<file path="src/rtl/l_type_pkg.sv">
// l_type_pkg: shared types for the RV32I load align/extend path.
// Opcode, funct3 encodings and the extract result bundle.
package l_type_pkg;

  localparam logic [6:0] OPC_LOAD = 7'b0000011;

  typedef enum logic [2:0] {
    F3_LB  = 3'b000,
    F3_LH  = 3'b001,
    F3_LW  = 3'b010,
    F3_LBU = 3'b100,
    F3_LHU = 3'b101
  } funct3_e;

  typedef struct packed {
    logic [31:0] data;
    logic        misaligned;
  } ld_res_t;

  function automatic logic [31:0] sext8(
    input logic [7:0] b
  );
    return {{24{b[7]}}, b};
  endfunction

  function automatic logic [31:0] sext16(
    input logic [15:0] h
  );
    return {{16{h[15]}}, h};
  endfunction

endpackage

</file>
<file path="src/rtl/l_type_extract.sv">
// l_type_extract: combinational lane select, sign/zero extension
// and natural-alignment check for one load access.
module l_type_extract
  import l_type_pkg::*;
(
  input  logic [2:0]  funct3,
  input  logic [1:0]  addr,
  input  logic [31:0] drdata,
  output ld_res_t     res
);

  logic [7:0]  bsel;
  logic [15:0] hsel;
  logic        is_lb;
  logic        is_lh;
  logic        is_lw;
  logic        is_lbu;
  logic        is_lhu;

  assign is_lb  = (funct3 == F3_LB);
  assign is_lh  = (funct3 == F3_LH);
  assign is_lw  = (funct3 == F3_LW);
  assign is_lbu = (funct3 == F3_LBU);
  assign is_lhu = (funct3 == F3_LHU);

  always_comb begin
    bsel = drdata[7:0];
    unique case (addr)
      2'd0: bsel = drdata[7:0];
      2'd1: bsel = drdata[15:8];
      2'd2: bsel = drdata[23:16];
      2'd3: bsel = drdata[31:24];
      default: bsel = drdata[7:0];
    endcase
  end

  // halfword lane ignores addr[0]; odd halves only raise misaligned
  assign hsel = addr[1] ? drdata[31:16]
                        : drdata[15:0];

  always_comb begin
    res = '0;
    unique case (1'b1)
      is_lb: begin
        res.data = sext8(bsel);
      end
      is_lbu: begin
        res.data = {24'd0, bsel};
      end
      is_lh: begin
        res.data       = sext16(hsel);
        res.misaligned = addr[0];
      end
      is_lhu: begin
        res.data       = {16'd0, hsel};
        res.misaligned = addr[0];
      end
      is_lw: begin
        res.data       = drdata;
        res.misaligned = |addr;
      end
      default: res = '0;
    endcase
  end

endmodule

</file>
<file path="src/rtl/l_type.sv">
// l_type: registered load-data align/extend stage between the
// data memory read port and the register-file write mux.
module l_type
  import l_type_pkg::*;
#(
  parameter int XLEN = 32
) (
  input  logic            clk,
  input  logic            rst,
  input  logic [31:0]     instr,
  input  logic [31:0]     daddr,
  input  logic [XLEN-1:0] drdata,
  output logic [XLEN-1:0] out,
  output logic            misaligned
);

  ld_res_t res;
  logic    is_load;
  logic    unused;

  assign is_load = (instr[6:0] == OPC_LOAD);
  assign unused  = ^{instr[31:15], instr[11:7],
                     daddr[31:2]};

  l_type_extract u_extract (
    .funct3 (instr[14:12]),
    .addr   (daddr[1:0]),
    .drdata (drdata),
    .res    (res)
  );

  always_ff @(posedge clk) begin
    if (rst) begin
      out        <= '0;
      misaligned <= 1'b0;
    end else if (is_load) begin
      out        <= res.data;
      misaligned <= res.misaligned;
    end else begin
      out        <= '0;
      misaligned <= 1'b0;
    end
  end

endmodule

</file>
<file path="config.mk">
export PLATFORM = sky130hd
export DESIGN_NAME = l_type
export DESIGN_NICKNAME = d
export VERILOG_FILES = /design/src/rtl/l_type_pkg.sv /design/src/rtl/l_type_extract.sv /design/src/rtl/l_type.sv
export SDC_FILE = /design/constraint.sdc
export NUM_CORES = 1
export LEC_CHECK = 0
export ABC_AREA = 1
export CAP_MARGIN = 30
export CORE_ASPECT_RATIO = 1.5
export CORE_UTILIZATION = 34
export CTS_BUF_LIST = sky130_fd_sc_hd__clkbuf_8
export DETAILED_ROUTE_END_ITERATION = 10
export GPL_ROUTABILITY_DRIVEN = 0
export PLACE_DENSITY_LB_ADDON = 0.15
export SETUP_SLACK_MARGIN = 0.2
export SYNTH_ARGS = -nofsm -noshare
export SYNTH_HDL_FRONTEND = slang
export SYNTH_SLANG_ARGS = --single-unit
</file>
<file path="constraint.sdc">
create_clock -name clk -period 1.3 [get_ports clk]
set_input_delay 0.26 -clock clk [delete_from_list [all_inputs] [get_ports clk]]
set_output_delay 0.26 -clock clk [all_outputs]
set_load 0.02 [all_outputs]
</file>
Word level (Yosys, flattened, before mapping):

Index checks and enable logic that the tools add are counted.

* memory bits (read-only): 0
* output and inout bits: 33
* bits in writable memories: 0
* logic and storage cells: 20
* latch bits: 0
* memories: 0
* register bits: 33
* bits of input ports: 98

* bitwise logic cells: 1
* add/sub/neg operators: 0
* div/mod/pow operators: 0
* reductions and logical operators: 5
* multiplexer cells: 4
* shifts and indexed selects: 0
* equality and inequality tests: 8
* $lt $le $gt $ge: 0
* multiply operators: 0

Operators with widths (count)
* $pmux 32 s5: 1
* $pmux 8 s4: 1
* $mux 16: 1
* $eq 7x2->1 const B: 1
* $eq 3x3->1 const B: 2
* $reduce_or 2->1: 3
* $eq 2x2->1 const B: 2
* $eq 3x1->1 const B: 1
* $eq 3x2->1 const B: 1
* $logic_not 3->1: 1
* $eq 2x1->1 const B: 1
* $logic_not 2->1: 1
* $pmux 1 s2: 1
* $not 1->1: 1

Longest topological paths before layout:

Gate-level depths: netlist of the first run.

* word-level depth: 3
* mapped depth: 8
* depth with buffers taken out: 7

Cells and area by module:

A second synthesis of the first run with hierarchy kept.

* cells, all modules: 335
* area total of the unflattened synthesis: 2018.2 µm²

By module, submodules not included
* l_type: times used 1, cells an instance 115, area each 1083.5 µm², seq. area each 660.6 µm²
* l_type_extract: times used 1, cells an instance 220, area each 934.6 µm², seq. area each 0.0 µm²

Worst setup path after synthesis of the first run:

OpenSTA, ideal clock, no wires.

* path type: input to register
* start point: input port instr[13]
* end point: register out[7]
* arrival time: 1.022 ns
* stages: 5
* data required time: 1.172 ns
* path slack: 0.151 ns
* setup time: 0.128 ns
* path buffers: 1
* cell sequence: inv_2 -> nor3_4 -> o21ai_1 -> clkbuf_1 -> nor2_1

* cells in the longest elaborated chain, start to end: 2
* elaborated cells on any way between the ends: 6
* those cells by class: 4 x eq/ne; 1 x mux; 1 x reduce/logical

Ends and longest elaborated chain
* from (decl): RTL line l_type.sv:10 `input logic [31:0] instr,`
* $eq 3x2->1 (tied with other cells): RTL line l_type_extract.sv:22 `assign is_lw = (funct3 == F3_LW);`
* $pmux 32 s5 (*): RTL line l_type_extract.sv:43 `unique case (1'b1)`
* to (signal assigned): RTL line l_type.sv:37 `out <= res.data;`
* to (decl): RTL line l_type.sv:13 `output logic [XLEN-1:0] out,`

Mark *: on every way between the ends. The rest lies on a longest branch, timed or not.
A chain may end at the register's enable or synchronous reset.

Worst setup path after layout of the first run:

* start point: register out[6]
* end point: output port out[6]

No word-level cell between the ends.

==> reports/metrics.cfg, run 1 <==
[global_routing]
grt_pass1_wl_um=9160
overflow=0
track_usage=0.239
grt_pass1_vias=2009
grt_max_degree=17
antenna_found_initial=0

[die]
die_x_um=58.7
die_h_um=87.0
dieArea_sq_um=5110
floorplan.rows=30
core-area_sq_um=4580
start_util=0.358
ios=131

[route]
drt_first_pass_iters=4
vias_per_cell=4.70
drt_iter0_drc=96
ant_nets=0
avgRoutedWirePerCell_um=13.4
vias=2027
finalWirelength_um=5780
drc_errors=0

[place]
placedCellCount=406
port_buffers=78
hpwl_um=3450
post-place-ws_ns=-0.372
place_area_sq_um=2600

[cts]
cts.sinks=33
cts-htree-levels=2
clockBufferDepth=2
clockRootBuffer=clkbuf_8
hold_buffers=0
cts_made_buffers=5
clk_transition_reported_paths_ns=0.07
cts_tree=done

[critical_path]
cp_num_buf_inv=1
worstSetupStartpointType=register
cp_max_fo=1
arrival_ns=0.79
crit_chain=buf_2
cp.required_ns=1.04
critPathSlowestCell=dfxtp_1
crit_family=flip-flops
critPathKind=register to output pin
critPathMaxStageDelay_ns=0.34
end_kind=output pin

[timing]
period_share=0.809
tns_ns=0
fmax_mhz=951
post-route-min-period_ns=1.05
slew_viol_final=0
whs_ns=0.328
hold_viol=0
relSlewSlack=0.809
setup_violations=0
fin_ws_ns=0.248
rsz0062_at_grt=no
worstMarginPinSlew_ns=0.286

[synthesis]
ys.warnings.count=0
yosys.area_share.simple=0.347
synthCells=261
yosys.area_share.adder=0
synth_compound_area_frac=0.136
synthTopCellsByCount=nand2_1, a21oi_1, dfxtp_1, inv_1, nor2_1
synth_top_cells_by_area=dfxtp_1, nand2_1, a21oi_1
syn-num-nets=359
muxShareOfSynthArea=0
synthArstFlopShare=0
synthDistinctLibCells=15
synth-edff-count=0
synth-xor-area-share=0
yosys.area.top_type=dfxtp_1
yosysSeqAreaShare=0.403
syn_area_sq_um=1640
synth.most_common_cell=nand2_1
synth.ff_latch_count=33
synth.top_cell.area_share=0.403
synth_top_family_by_area=simple AND/OR/NAND/NOR gates
avgSynthCellArea_sq_um=6.28
ys.flop_type=dfxtp_1

[finish]
drive_above_1_share=0.281
postLayoutCellArea_sq_um=2820
area_growth_syn_to_layout_pct=72.1
n_fill_cell=447
fin_nets=464
final_util=0.616
antenna_cells=0
final_cells=431

[min_path]
worst_hold_path.num_cells=5
hp-start=daddr[0]
hold_end=misaligned
hold_class=input pin to register

[flow_run]
cap_violations=0

[power]
power_density_nw_per_um2=877
total_leakage_power_nw=1.41
fin_total_pwr_mw=2.47
ir_worst_vdd_mv=0.530

[outcome]
status=finished clean

-- placed cells by master (no fill, tap or decap) --
| cell type | n |
|---|---|
| nand3_2 | 4 |
| o21ai_4 | 1 |
| o21bai_1 | 1 |
| inv_1 | 30 |
| clkdlybuf4s50_1 | 28 |
| nor2_2 | 2 |
| nand2_1 | 96 |
| dfxtp_1 | 33 |
| nor2_4 | 1 |
| o21ai_0 | 8 |
| dlygate4sd2_1 | 11 |
| inv_4 | 1 |
| clkdlybuf4s15_1 | 1 |
| a21oi_1 | 20 |
| buf_4 | 16 |
| clkbuf_16 | 1 |
| clkbuf_8 | 6 |
| buf_12 | 3 |
| nor3_4 | 1 |
| buf_6 | 12 |
| inv_2 | 2 |
| bufinv_16 | 1 |
| a21oi_2 | 13 |
| buf_16 | 2 |
| buf_2 | 34 |
| o21ai_1 | 1 |
| nor2_1 | 19 |
| clkbuf_2 | 3 |
| nand3_1 | 16 |
-- registers in the layout, indices dropped and copies added (netlist names) --
signal      flops
out            32
misaligned      1
-- worst max-delay path by stage --
stage | from | end | slack, ns | depth (start not counted)
2_1_floorplan | instr[13] | out[7] | 0.24 | 5
3_3_place_gp | daddr[1] | out[2] | -0.37 | 7
3_5_place_dp | daddr[1] | out[10] | -0.37 | 9
4_1_cts | instr[14] | out[10] | 0.20 | 8
5_1_grt | drdata[0] | out[0] | 0.19 | 5
6_report | out[6] | out[6] | 0.25 | 1
-- worst min-delay path, stage by stage --
cell      delay (ns)
clkbuf_2        0.13
nand2_1         0.06
nand2_1         0.06
nand2_1         0.04
inv_1           0.04
-- cell families after synthesis --
group                  count (synthesis)
AOI/OAI and AO/OA                     44
buffers and inverters                 45
DFF                                   33
and+or+nand+nor                      139
-- per-layer routing --
layer | routed length [um] | track usage | share of wire
met3 | 310 | 0.0446 | 0.054
met5 | 0 | 0 | 0
met1 | 2310 | 0.262 | 0.40
met4 | 214 | 0.132 | 0.037
met2 | 2950 | 0.424 | 0.51
-- repair_timing --
item,in CTS,in global routing
pin swaps,11,8
setup endpoints to repair,66,36
setup buffers,10,0
endpoints found under the hold margin,0,0
cloned,6,1
gates resized for setup,182,22
-- layout make-up --
class / instances / area (sq um) / share of cell area
clock buffers: 6 / 82.6 / 0.0293
flip-flops and latches: 33 / 661 / 0.234
repair buffers: 111 / 967 / 0.343
clock inverters: 2 / 33.8 / 0.0120
multi-input cells: 183 / 875 / 0.310
well taps: 64 / 80.1 / 0.0284
inverters: 32 / 123 / 0.0435
-- where the power goes --
part	switching, mW	internal (mW)
clock network	0.383	0.617
registers	0.000166	1.01
logic	0.226	0.237
(Power assumes the default switching activity.)
==> inputs of run 2 (changes only) <==
CORE_UTILIZATION = 31   (was 34)
clock period = 0.8 ns   (was 1.3 ns; I/O delays follow)
==> reports/metrics.cfg, run 2 (synthesis gave the netlist of run 1 again) <==
[outcome]
violations=negative setup slack
status=finished, violations left

[route]
drt_first_pass_iters=5
vias_per_cell=4.75
drc_errors=0
drt_iter0_drc=60
ant_nets=0
vias=2095
finalWirelength_um=6100
avgRoutedWirePerCell_um=13.8

[finish]
layout_common_cells=nand2_1, buf_6, dfxtp_2
fin_nets=470
antenna_cells=0
drive_above_1_share=0.488
largest_reg_flops=32
top_regs=out (32), misaligned (1)
regMostFlops=out
final_util=0.651
area_growth_syn_to_layout_pct=103
postLayoutCellArea_sq_um=3330
mostFrequentLayoutCell=nand2_1

[flow_run]
cap_violations=0

[place]
port_buffers=78
hpwl_um=3710
post-place-ws_ns=-0.794
place_area_sq_um=2690

[global_routing]
track_usage=0.228
grt_pass1_vias=2080
overflow=0
grt_max_degree=21
grt_pass1_wl_um=9480
antenna_found_initial=0

[die]
die_x_um=61.4
ios=131
floorplan.rows=32
die_h_um=91.1
dieArea_sq_um=5590
start_util=0.320
core-area_sq_um=5120

[cts]
cts-htree-levels=2
cts.sinks=33
cts_tree=done
clk_transition_reported_paths_ns=0.06
hold_buffers=0
clockRootBuffer=clkbuf_8
clockBufferDepth=2
cts_made_buffers=5

[timing]
rsz0062_at_grt=yes
hold_viol=0
post-route-min-period_ns=0.946
slew_viol_final=0
fin_ws_ns=-0.146
fmax_mhz=1060
relSlewSlack=0.792
worstMarginPinSlew_ns=0.312
setup_violations=65
period_share=1.18

[critical_path]
worstSetupStartpointType=input pin
critPathCapture=out[21]
crit_start=daddr[1]
cp_max_fo=8
cp.required_ns=1.02
critPathKind=input pin to register
end_kind=register
arrival_ns=1.16

[power]
ir_worst_vdd_mv=0.717
power_density_nw_per_um2=1220
total_leakage_power_nw=1.59

[min_path]
hold_class=input pin to register

-- run 2: cell count changes in the layout (fill, tap and decap cells not counted), moves of 5 or more --
cell / before / now
nand2_1: 96 / 91
a21oi_1: 20 / 0
a21oi_2: 13 / 31
clkdlybuf4s50_1: 28 / 3
o21ai_0: 8 / 2
o21ai_1: 1 / 7
buf_2: 34 / 6
buf_6: 12 / 43
dlygate4sd2_1: 11 / 20
dfxtp_2: 0 / 33
nand2_2: 0 / 5
dfxtp_1: 33 / 0
dlymetal6s2s_1: 0 / 7
-- run 2: metrics by stage --
stage          hold WS [ns]  cells  total power [mW]  setup TNS [ns]
2_1_floorplan         0.307    261              1.98           -3.39
3_3_place_gp          0.757    416              2.38          -32.53
3_5_place_dp          0.768    416              2.38          -32.70
4_1_cts               0.186    440              4.07           -5.23
5_1_grt               0.186    441              4.27           -7.62
6_report              0.175    441              4.08           -5.58
-- run 2: report_power, final --
part	internal [mW]	leakage [nW]	switching (mW)
Combinational	0.408	1.25	0.431
Sequential	1.64	0.283	0.000490
Clock	1.00	0.0626	0.594
Total	3.05	1.59	1.03
-- run 2: repair_timing --
| action | in CTS | in global routing |
|---|---|---|
| setup endpoints to repair | 66 | 66 |
| buffers inserted | 8 | 0 |
| gates cloned | 8 | 1 |
| resized for setup | 363 | 35 |
| pin swaps | 23 | 21 |
| endpoints found under the hold margin | 0 | 0 |
-- run 2: how the worst min path moves through the flow --
stage / startpoint / endpoint / slack [ns] / cells after the start
after CTS: daddr[1] / misaligned / 0.19 / 5
after floorplan: drdata[0] / out[0] / 0.31 / 2
after global placement: drdata[6] / out[6] / 0.76 / 3
after detailed placement: drdata[6] / out[6] / 0.77 / 3
final: drdata[4] / out[4] / 0.18 / 3
after global routing: drdata[4] / out[4] / 0.19 / 3
-- run 2: per-layer routing --
| metal | share of wire | up-vias | global-route usage |
|---|---|---|---|
| li1 | - | 1032 | - |
| met1 | 0.38 | 956 | 0.243 |
| met2 | 0.53 | 87 | 0.394 |
| met3 | 0.051 | 20 | 0.0513 |
| met4 | 0.043 | 0 | 0.124 |
| met5 | 0 | - | 0 |
-- run 2: layout make-up --
class	instances	area [sq um]
timing repair buffer	117	1260
clock buffer	6	82.6
sequential	33	702
fill	481	1790
multi-input combinational	183	1040
tap	68	85.1
inverter	32	130
clock inverter	2	33.8
-- run 2: worst max-delay path: stages --
cell       delay [ns]
buf_8            0.10
buf_4            0.16
inv_6            0.09
nand2_2          0.05
nand2_2          0.08
nand3_4          0.10
clkbuf_16        0.18
nand2_1          0.06
inv_1            0.05
a21oi_2          0.12
==> inputs of run 3 (changes only) <==
CORE_MARGIN = 8   (was unset)
CTS_CLUSTER_DIAMETER = 60   (was unset)
==> reports/metrics.cfg, run 3 (synthesis gave the netlist of run 1 again) <==
[outcome]
violations=negative setup slack
status=finished, violations left

[power]
seqPwrFrac=0.390
power_density_nw_per_um2=1210
total_leakage_power_nw=1.59
power.switching_mw=1.10
clkPwrFrac=0.393
p_sw_frac=0.260
p_comb_frac=0.217
fin_total_pwr_mw=4.21
intPower_mw=3.11
ir_worst_vdd_mv=0.810

[timing]
fmax_mhz=1030
period_share=1.21
slew_viol_final=0
post-route-min-period_ns=0.969
relSlewSlack=0.790
rsz0062_at_grt=yes
whs_ns=0.218
fin_ws_ns=-0.169
tns_ns=-7.33
setup_violations=66
worstMarginPinSlew_ns=0.314
hold_viol=0

[critical_path]
cp_num_buf_inv=4
critPathSlowestCell=o21bai_1
end_kind=register
crit_chain=buf_8 > buf_6 > o21bai_1 > nand3_2 > nand3_4 > buf_6 > buf_12 > a21oi_2
crit_family=buffers and inverters
cp.required_ns=1.02
arrival_ns=1.19
cp_max_fo=7
critPathKind=input pin to register
crit_cells=8
crit_path_frequent_cell=buf_6
critPathMaxStageDelay_ns=0.16
worstSetupStartpointType=input pin

[finish]
fin_nets=474
antenna_cells=0
postLayoutCellArea_sq_um=3480
final_util=0.680
largest_reg_flops=32
drive_above_1_share=0.504
mostFrequentLayoutCell=nand2_1
area_growth_syn_to_layout_pct=113
final_cells=445
layout_common_cells=nand2_1, buf_6, dfxtp_2
regMostFlops=out
top_regs=out (32), misaligned (1)

[route]
ant_nets=0
avgRoutedWirePerCell_um=16.0
vias_per_cell=4.86
vias=2162
drt_first_pass_iters=4
drc_errors=0
drt_iter0_drc=96
finalWirelength_um=7130

[place]
placedCellCount=413
post-place-ws_ns=-0.828
hpwl_um=4270
place_area_sq_um=2690
port_buffers=78

[min_path]
hp-start=daddr[0]
hold_end=misaligned
worst_hold_path.num_cells=5
hold_class=input pin to register

[die]
die_x_um=75.4
start_util=0.320
die_h_um=105
ios=131
dieArea_sq_um=7920
core-area_sq_um=5120
floorplan.rows=32

[cts]
cts_tree=done
cts.sinks=33
clockBufferDepth=2
clockRootBuffer=clkbuf_8
cts_made_buffers=5
cts-htree-levels=2
clk_transition_reported_paths_ns=0.07

[global_routing]
antenna_found_initial=0
grt_pass1_vias=2240
overflow=0
grt_max_degree=17
track_usage=0.174
grt_pass1_wl_um=10700

[flow_run]
cap_violations=0

==> run 3: cell count changes in the layout (fill, tap and decap cells not counted), sizes merged <==
| cell | previous run | this run |
|---|---|---|
| dlymetal6s2s | 7 | 3 |
| dlygate4sd2 | 20 | 5 |
| clkbuf | 11 | 14 |
| buf | 80 | 77 |
| clkdlybuf4s50 | 3 | 23 |
| clkdlybuf4s15 | 2 | 5 |
==> run 3: worst max path at each step <==
| stage | endpoint | slack [ns] | start |
|---|---|---|---|
| after global placement | out[14] | -0.82 | instr[12] |
| after floorplan | out[19] | -0.11 | instr[14] |
| after global routing | out[18] | -0.21 | daddr[1] |
| after CTS | out[14] | -0.12 | daddr[1] |
| after detailed placement | out[14] | -0.83 | instr[12] |
| final | out[18] | -0.17 | daddr[1] |
==> run 3: area by class of cell <==
cell class / instances / area (sq um)
multi-input combinational: 183 / 1040
timing repair buffer: 121 / 1410
tap: 68 / 85.1
inverter: 32 / 128
sequential: 33 / 701
clock inverter: 2 / 33.8
clock buffer: 6 / 82.6
fill: 449 / 1640
==> run 3: power by group through the flow <==
| stage | logic [mW] | registers (mW) | clock network, mW |
|---|---|---|---|
| 6_report | 0.914 | 1.64 | 1.66 |
| 5_1_grt | 0.985 | 1.64 | 1.75 |
| 4_1_cts | 0.787 | 1.64 | 1.66 |
| 3_5_place_dp | 0.689 | 1.68 | 0 |
| 3_3_place_gp | 0.685 | 1.68 | 0 |
| 2_1_floorplan | 0.299 | 1.68 | 0 |
==> run 3: per-layer routing <==
metal / global-route usage / vias to the layer above / share of wire
met5: 0 / - / 0
met4: 0.0746 / 0 / 0.049
met3: 0.0383 / 33 / 0.068
met2: 0.311 / 91 / 0.54
met1: 0.184 / 995 / 0.35
li1: - / 1043 / -
==> run 3: timing repair <==
action	4_1_cts	5_1_grt
hold buffers	0	0
setup endpoints to repair	66	66
endpoints found under the hold margin	0	0
resized for setup	311	63
cloned	5	5
pin swaps	14	23
buffers inserted	12	2
